$ cat src/rtl/axi_arb_pkg.sv
// Shared definitions for the two-master AXI read-address arbiter.
//   arb_state_e : arbiter FSM states (IDLE = free to choose, LOCKED = grant held)
//   LSU / DBG   : master index constants (LSU = 0, DBG = debug/system bus = 1)
//   CNT_W       : width of the per-master outstanding-read counters
package axi_arb_pkg;

    typedef enum logic {
        IDLE   = 1'b0,
        LOCKED = 1'b1
    } arb_state_e;

    localparam logic LSU   = 1'b0;
    localparam logic DBG   = 1'b1;
    localparam int   CNT_W = 4;

endpackage

$ cat src/rtl/axi_rd_outst_cnt.sv
// Saturating outstanding-read counter for one master.
// Ports:
//   clk, reset_l : clock, asynchronous active-low reset
//   inc          : AR handshake for this master this cycle
//   dec          : last R beat for this master accepted this cycle
//   cnt          : current number of outstanding reads
//   avail        : cnt is below MAX_OUTST, so another read may be issued
module axi_rd_outst_cnt
    import axi_arb_pkg::*;
#(
    parameter int MAX_OUTST = 4
) (
    input  logic             clk,
    input  logic             reset_l,
    input  logic             inc,
    input  logic             dec,
    output logic [CNT_W-1:0] cnt,
    output logic             avail
);

    logic do_inc;
    logic do_dec;

    // A simultaneous issue and retire cancel out; the limits guard against
    // stray R beats (count stays at 0) and any increment past the maximum.
    assign do_inc = inc && !dec && (cnt < CNT_W'(MAX_OUTST));
    assign do_dec = dec && !inc && (cnt != '0);
    assign avail  = (cnt < CNT_W'(MAX_OUTST));

    always_ff @(posedge clk or negedge reset_l) begin
        if (!reset_l) begin
            cnt <= '0;
        end else if (do_inc) begin
            cnt <= cnt + CNT_W'(1);
        end else if (do_dec) begin
            cnt <= cnt - CNT_W'(1);
        end
    end

endmodule

$ cat src/rtl/axi_rd_arbiter.sv
// Two-master AXI read arbiter (master 0 = LSU, master 1 = debug/system bus).
// AR channel: round-robin between eligible masters, grant locked while the
// slave stalls an issued address. R channel: routed back by the RID MSB.
// Both channels are combinational (zero latency).
// Ports:
//   clk, reset_l                 : clock, asynchronous active-low reset
//   m_arvalid/m_arid/m_araddr    : per-master AR request (packed by master index)
//   m_arready                    : per-master AR ready
//   m_rvalid/m_rready            : per-master R handshake
//   m_rdata/m_rid/m_rresp/m_rlast: R payload broadcast to both masters
//   s_ar*                        : slave AR channel, s_arid = {grant, master ARID}
//   s_r*                         : slave R channel, s_rid MSB = destination master
module axi_rd_arbiter
    import axi_arb_pkg::*;
#(
    parameter int M_ID_WIDTH = 8,
    parameter int MAX_OUTST  = 4
) (
    input  logic                    clk,
    input  logic                    reset_l,
    input  logic [1:0]              m_arvalid,
    input  logic [2*M_ID_WIDTH-1:0] m_arid,
    input  logic [63:0]             m_araddr,
    output logic [1:0]              m_arready,
    output logic [1:0]              m_rvalid,
    input  logic [1:0]              m_rready,
    output logic [63:0]             m_rdata,
    output logic [M_ID_WIDTH-1:0]   m_rid,
    output logic [1:0]              m_rresp,
    output logic                    m_rlast,
    output logic                    s_arvalid,
    input  logic                    s_arready,
    output logic [M_ID_WIDTH:0]     s_arid,
    output logic [31:0]             s_araddr,
    input  logic                    s_rvalid,
    output logic                    s_rready,
    input  logic [M_ID_WIDTH:0]     s_rid,
    input  logic [63:0]             s_rdata,
    input  logic [1:0]              s_rresp,
    input  logic                    s_rlast
);

    arb_state_e       state;
    logic             owner;
    logic             rr;
    logic             gnt;
    logic             gnt_vld;
    logic [1:0]       avail;
    logic [1:0]       elig;
    logic [CNT_W-1:0] outst_cnt [2];
    logic             ar_hs;
    logic             r_dst;
    logic             r_last_hs;

    assign elig = m_arvalid & avail;

    // While LOCKED the stalled address must stay stable, so eligibility and
    // the round-robin pointer are ignored until the slave accepts it.
    always_comb begin
        gnt     = LSU;
        gnt_vld = 1'b0;
        if (state == LOCKED) begin
            gnt     = owner;
            gnt_vld = 1'b1;
        end else if (elig[LSU] && elig[DBG]) begin
            gnt     = rr;
            gnt_vld = 1'b1;
        end else if (elig[DBG]) begin
            gnt     = DBG;
            gnt_vld = 1'b1;
        end else begin
            gnt     = LSU;
            gnt_vld = elig[LSU];
        end
    end

    // Every valid/ready output is qualified by reset_l so they drop to 0 the
    // moment reset asserts, independent of the (combinational) inputs.
    assign s_arvalid = reset_l && gnt_vld && m_arvalid[gnt];
    assign s_araddr  = gnt ? m_araddr[63:32] : m_araddr[31:0];
    assign s_arid    = {gnt, (gnt ? m_arid[2*M_ID_WIDTH-1:M_ID_WIDTH]
                                  : m_arid[M_ID_WIDTH-1:0])};
    assign ar_hs     = s_arvalid && s_arready;

    always_comb begin
        m_arready      = '0;
        m_arready[gnt] = reset_l && gnt_vld && s_arready;
    end

    assign r_dst     = s_rid[M_ID_WIDTH];
    assign s_rready  = reset_l && m_rready[r_dst];
    assign r_last_hs = s_rvalid && s_rready && s_rlast;
    assign m_rid     = s_rid[M_ID_WIDTH-1:0];
    assign m_rdata   = s_rdata;
    assign m_rresp   = s_rresp;
    assign m_rlast   = s_rlast;

    always_comb begin
        m_rvalid        = '0;
        m_rvalid[r_dst] = reset_l && s_rvalid;
    end

    always_ff @(posedge clk or negedge reset_l) begin
        if (!reset_l) begin
            state <= IDLE;
            owner <= LSU;
            rr    <= LSU;
        end else begin
            if (ar_hs) begin
                rr <= ~gnt;
            end
            case (state)
                IDLE: begin
                    if (s_arvalid && !s_arready) begin
                        state <= LOCKED;
                        owner <= gnt;
                    end
                end
                LOCKED: begin
                    if (ar_hs) begin
                        state <= IDLE;
                    end
                end
                default: state <= IDLE;
            endcase
        end
    end

    for (genvar i = 0; i < 2; i++) begin : g_cnt
        axi_rd_outst_cnt #(
            .MAX_OUTST(MAX_OUTST)
        ) u_cnt (
            .clk    (clk),
            .reset_l(reset_l),
            .inc    (ar_hs && (gnt == 1'(i))),
            .dec    (r_last_hs && (r_dst == 1'(i))),
            .cnt    (outst_cnt[i]),
            .avail  (avail[i])
        );
    end

endmodule

$ cat config.mk
export PLATFORM = sky130hd
export DESIGN_NAME = axi_rd_arbiter
export DESIGN_NICKNAME = d
export VERILOG_FILES = /design/src/rtl/axi_arb_pkg.sv /design/src/rtl/axi_rd_outst_cnt.sv /design/src/rtl/axi_rd_arbiter.sv
export SDC_FILE = /design/constraint.sdc
export NUM_CORES = 1
export LEC_CHECK = 0
export ABC_CLOCK_PERIOD_IN_PS = 7700
export CAP_MARGIN = 10
export CORE_AREA = 2 2 112 114
export CTS_BUF_LIST = sky130_fd_sc_hd__clkbuf_8
export DETAILED_ROUTE_END_ITERATION = 7
export DIE_AREA = 0 0 114 116
export PLACE_DENSITY = 0.65
export SYNTH_ARGS = -nofsm -noshare
export SYNTH_HDL_FRONTEND = slang
export SYNTH_SLANG_ARGS = --single-unit
$ cat constraint.sdc
create_clock -name clk -period 7.7 [get_ports clk]
set_input_delay 1.925 -clock clk [delete_from_list [all_inputs] [get_ports clk]]
set_output_delay 1.925 -clock clk [all_outputs]
set_load 0.03 [all_outputs]
==> results of run 1 <==
[worst register-to-register path, delay by kind of cell, from the launching register on]
family | cells | cell delay (ns)
and+or+nand+nor | 4 | 1.14
AOI/OAI and AO/OA | 3 | 0.61
DFF | 1 | 0.43
buffers and inverters | 1 | 0.13
adders and majority gates | 1 | 0.30
[power by group through the flow]
stage / clock [uW] / sequential (uW) / combinational, uW
finish: 58.9 / 130 / 581
CTS: 61.1 / 130 / 588
detailed placement: 0 / 129 / 586
floorplan: 0 / 114 / 452
global route: 65.2 / 136 / 623
global placement: 0 / 128 / 574
[area by class of cell]
type                       instances  area, um2
tap                              147        184
clock inverter                     1       3.75
multi-input combinational        115       1010
sequential                        11        275
clock buffer                       3       41.3
timing repair buffer             139       1390
inverter                           4       15.0
fill                            1291       9000
[placed cells by master (no fill, tap or decap), drive strengths merged, types with 2 or more instances in the layout]
cell type      Yosys  final
ha                 4      4
a21boi             3      3
o211ai             2      2
o21ai              3      3
inv                4      5
a31oi              2      2
nand3              6      6
buf               80      2
xor2               3      3
clkdlybuf4s50      0    137
a21o               4      4
nor2               9      9
dfrtp             11     11
fa                 2      2
nor3b              3      3
or4                3      3
nand2             12     12
mux2              43     43
clkbuf             2      3
[layer usage]
metal  global-route usage (%)  up-vias  wire (um)
li1                         -      789          -
met1                     10.4      774       2370
met2                     14.9      108       3500
met3                     3.82       29        764
met4                     3.33        0        125
met5                        0        -          0
[worst paths after layout]
| path | start | to | slack, ns | cells after the start |
|---|---|---|---|---|
| worst max-delay path | m_arvalid[0] | s_araddr[26] | 1.13 | 6 |
| worst min-delay path | g_cnt[0].u_cnt.cnt[0]$_DFFE_PN0P_ | g_cnt[0].u_cnt.cnt[0]$_DFFE_PN0P_ | 0.56 | 1 |
| worst max register to register | g_cnt[1].u_cnt.cnt[3]$_DFFE_PN0P_ | g_cnt[1].u_cnt.cnt[3]$_DFFE_PN0P_ | 5.03 | 9 |
| worst min register to register | g_cnt[0].u_cnt.cnt[0]$_DFFE_PN0P_ | g_cnt[0].u_cnt.cnt[0]$_DFFE_PN0P_ | 0.56 | 1 |
| max in group asynchronous | reset_l | g_cnt[0].u_cnt.cnt[1]$_DFFE_PN0P_ | 5.48 | 2 |
| min in group asynchronous | reset_l | g_cnt[1].u_cnt.cnt[0]$_DFFE_PN0P_ | 2.02 | 2 |
[sequential cells by signal (all words and copies together), names as in the netlist, named ones only]
register and flops:
g_cnt.u_cnt.cnt 8, rr 1, owner 1
[logic make-up (layout without fill, tap and decap cells)]
logic type / after synthesis / in the layout / synth area share [%]
xor+xnor: 3 / 3 / 1.39
simple gates: 40 / 40 / 11.6
fa+ha+maj: 6 / 6 / 4.75
buf+inv: 86 / 147 / 32.3
mux: 44 / 44 / 26.1
flops: 11 / 11 / 14.5
compound gates: 22 / 22 / 9.37
[stage by stage]
stage,utilization [%],worst slack [ns]
finish,24.5,1.13
floorplan,-,2.50
global route,24.5,1.01
CTS,24.5,1.08
detailed placement,24.1,1.09
global placement,24.1,1.13
==> reports/qor.yml, run 1 <==
outcome:
  outcome: "finished, final reports clean"
synth:
  synth_area_um2: 1900
  synth.net_count: 382
  yosys.area.top_type: "buf_4"
  synthArstFlopShare_pct: 100
  synth-edff-count: 0
  syn_area_per_cell_um2: 8.94
  synthFlopType: "dfrtp_1"
  yosys_register_bits: 11
  yosys_warnings: 0
  synth_top_area_share_pct: 30.1
  yosysSeqAreaShare_pct: 14.5
  synth.distinct_cells: 36
  yosysMostFrequentCell: "buf_4"
  syn_inst: 212
  synth.area.top_cells: "buf_4 (30%), mux2_2 (26%), dfrtp_1 (15%), ha_1 (2.6%), nand2_1 (2.4%)"
  yosys-top-cells-count: "buf_4 (76), mux2_2 (43), nand2_1 (12)"
routing:
  route.vias.total: 1700
  drtAntennaViolNets: 0
  drtIter0Drc: 27
  vias_per_cell: 4.05
  wl_per_cell_um: 16.1
  routed_wl_um: 6760
  drc: 0
  first_pass_iters: 4
power:
  clock_power_share_pct: 7.6
  p_leak_uw: 0.00112
  combPwrFrac_pct: 75.4
  irDropWorstVdd_mv: 0.0832
  p_per_area_nw_per_um2: 264
  intPower_uw: 411
  seq_power_share_pct: 16.9
  swShare_pct: 46.6
  power.total_uw: 770
  p_switching_uw: 359
min_path:
  hp-class: "reg -> reg"
critical_path:
  cp.required_ns: 5.78
  crit_slowest_cell: "clkdlybuf4s50_1"
  crit_buf_inv: 3
  critPathMaxFanout: 44
  end_kind: "primary output"
  start_kind: "primary input"
  timing.critical_path.mode_cell: "clkdlybuf4s50_1"
  crit_type: "in -> out"
  crit_path_max_incr_delay_ns: 0.62
  crit_chain: "clkdlybuf4s50_1, or4b_4, a21boi_4, buf_4, mux2_2, clkdlybuf4s50_1"
  critPathTopFamily: "buffers and inverters"
  cp_data_arrival_time_ns: 4.65
timing:
  finalHoldViolCount: 0
  worst_pin_slew_ns: 0.554
  period_share_pct: 85.3
  rsz0062_at_grt: "false"
  drv_slew: 0
  timing.slew.headroom_pct: 63.1
  hold_slack_ns: 0.558
  setup_viol: 0
  period_needed_ns: 6.57
  achievable-frequency_mhz: 152
  finalSetupTns_ns: 0
  finClkSkew_ns: 0.00572
layout:
  diodes: 0
  nets: 444
  fin_area_um2: 2910
  area_delta_synth_final_pct: 53.7
  drive_gt1_share_pct: 18.7
  layout.cells.non_filler: 420
cts:
  cts-root-buf: "clkbuf_8"
  post-cts-setup-buffers: 0
  cts_sinks: 11
  htreeDepth: 1
  worst_skew_pair.late_latency_ns: 0.25
  hold_buffers: 0
  cts_made_buffers: 3
  cts_tree: "yes"
  ctsResizeCount: 0
  cts_buffer_depth: 2
  clk_pin_slew_worst_paths_ns: 0.05
global_route:
  grt_pass1_vias: 1693
  grt_max_degree: 45
  antenna_found_initial: 0
  grt_usage_pct: 8.98
  grt_first_pass_wirelength_um: 9090
  overflow: 0
placed_design:
  dp_cells: 416
  hpwl_um: 5780
  gp_congestion: 0.790
  placed_cell_area_um2: 2870
  portBuffers: 137
floorplanning:
  io_pins: 286
  coreArea_um2: 11900
  start_util_pct: 15.9
  die_h_um: 116
  die_w_um: 114
  die_area_um2: 13200
  row_count: 40
flow_run:
  cap_violations: 0
Power figures use the tool's default switching activity.
==> inputs of run 2 (changes only) <==
Settings changed: CTS_CLUSTER_DIAMETER set to 120.
==> results of run 2 <==
The final DEF is identical to that of run 1; final timing and power are the same.
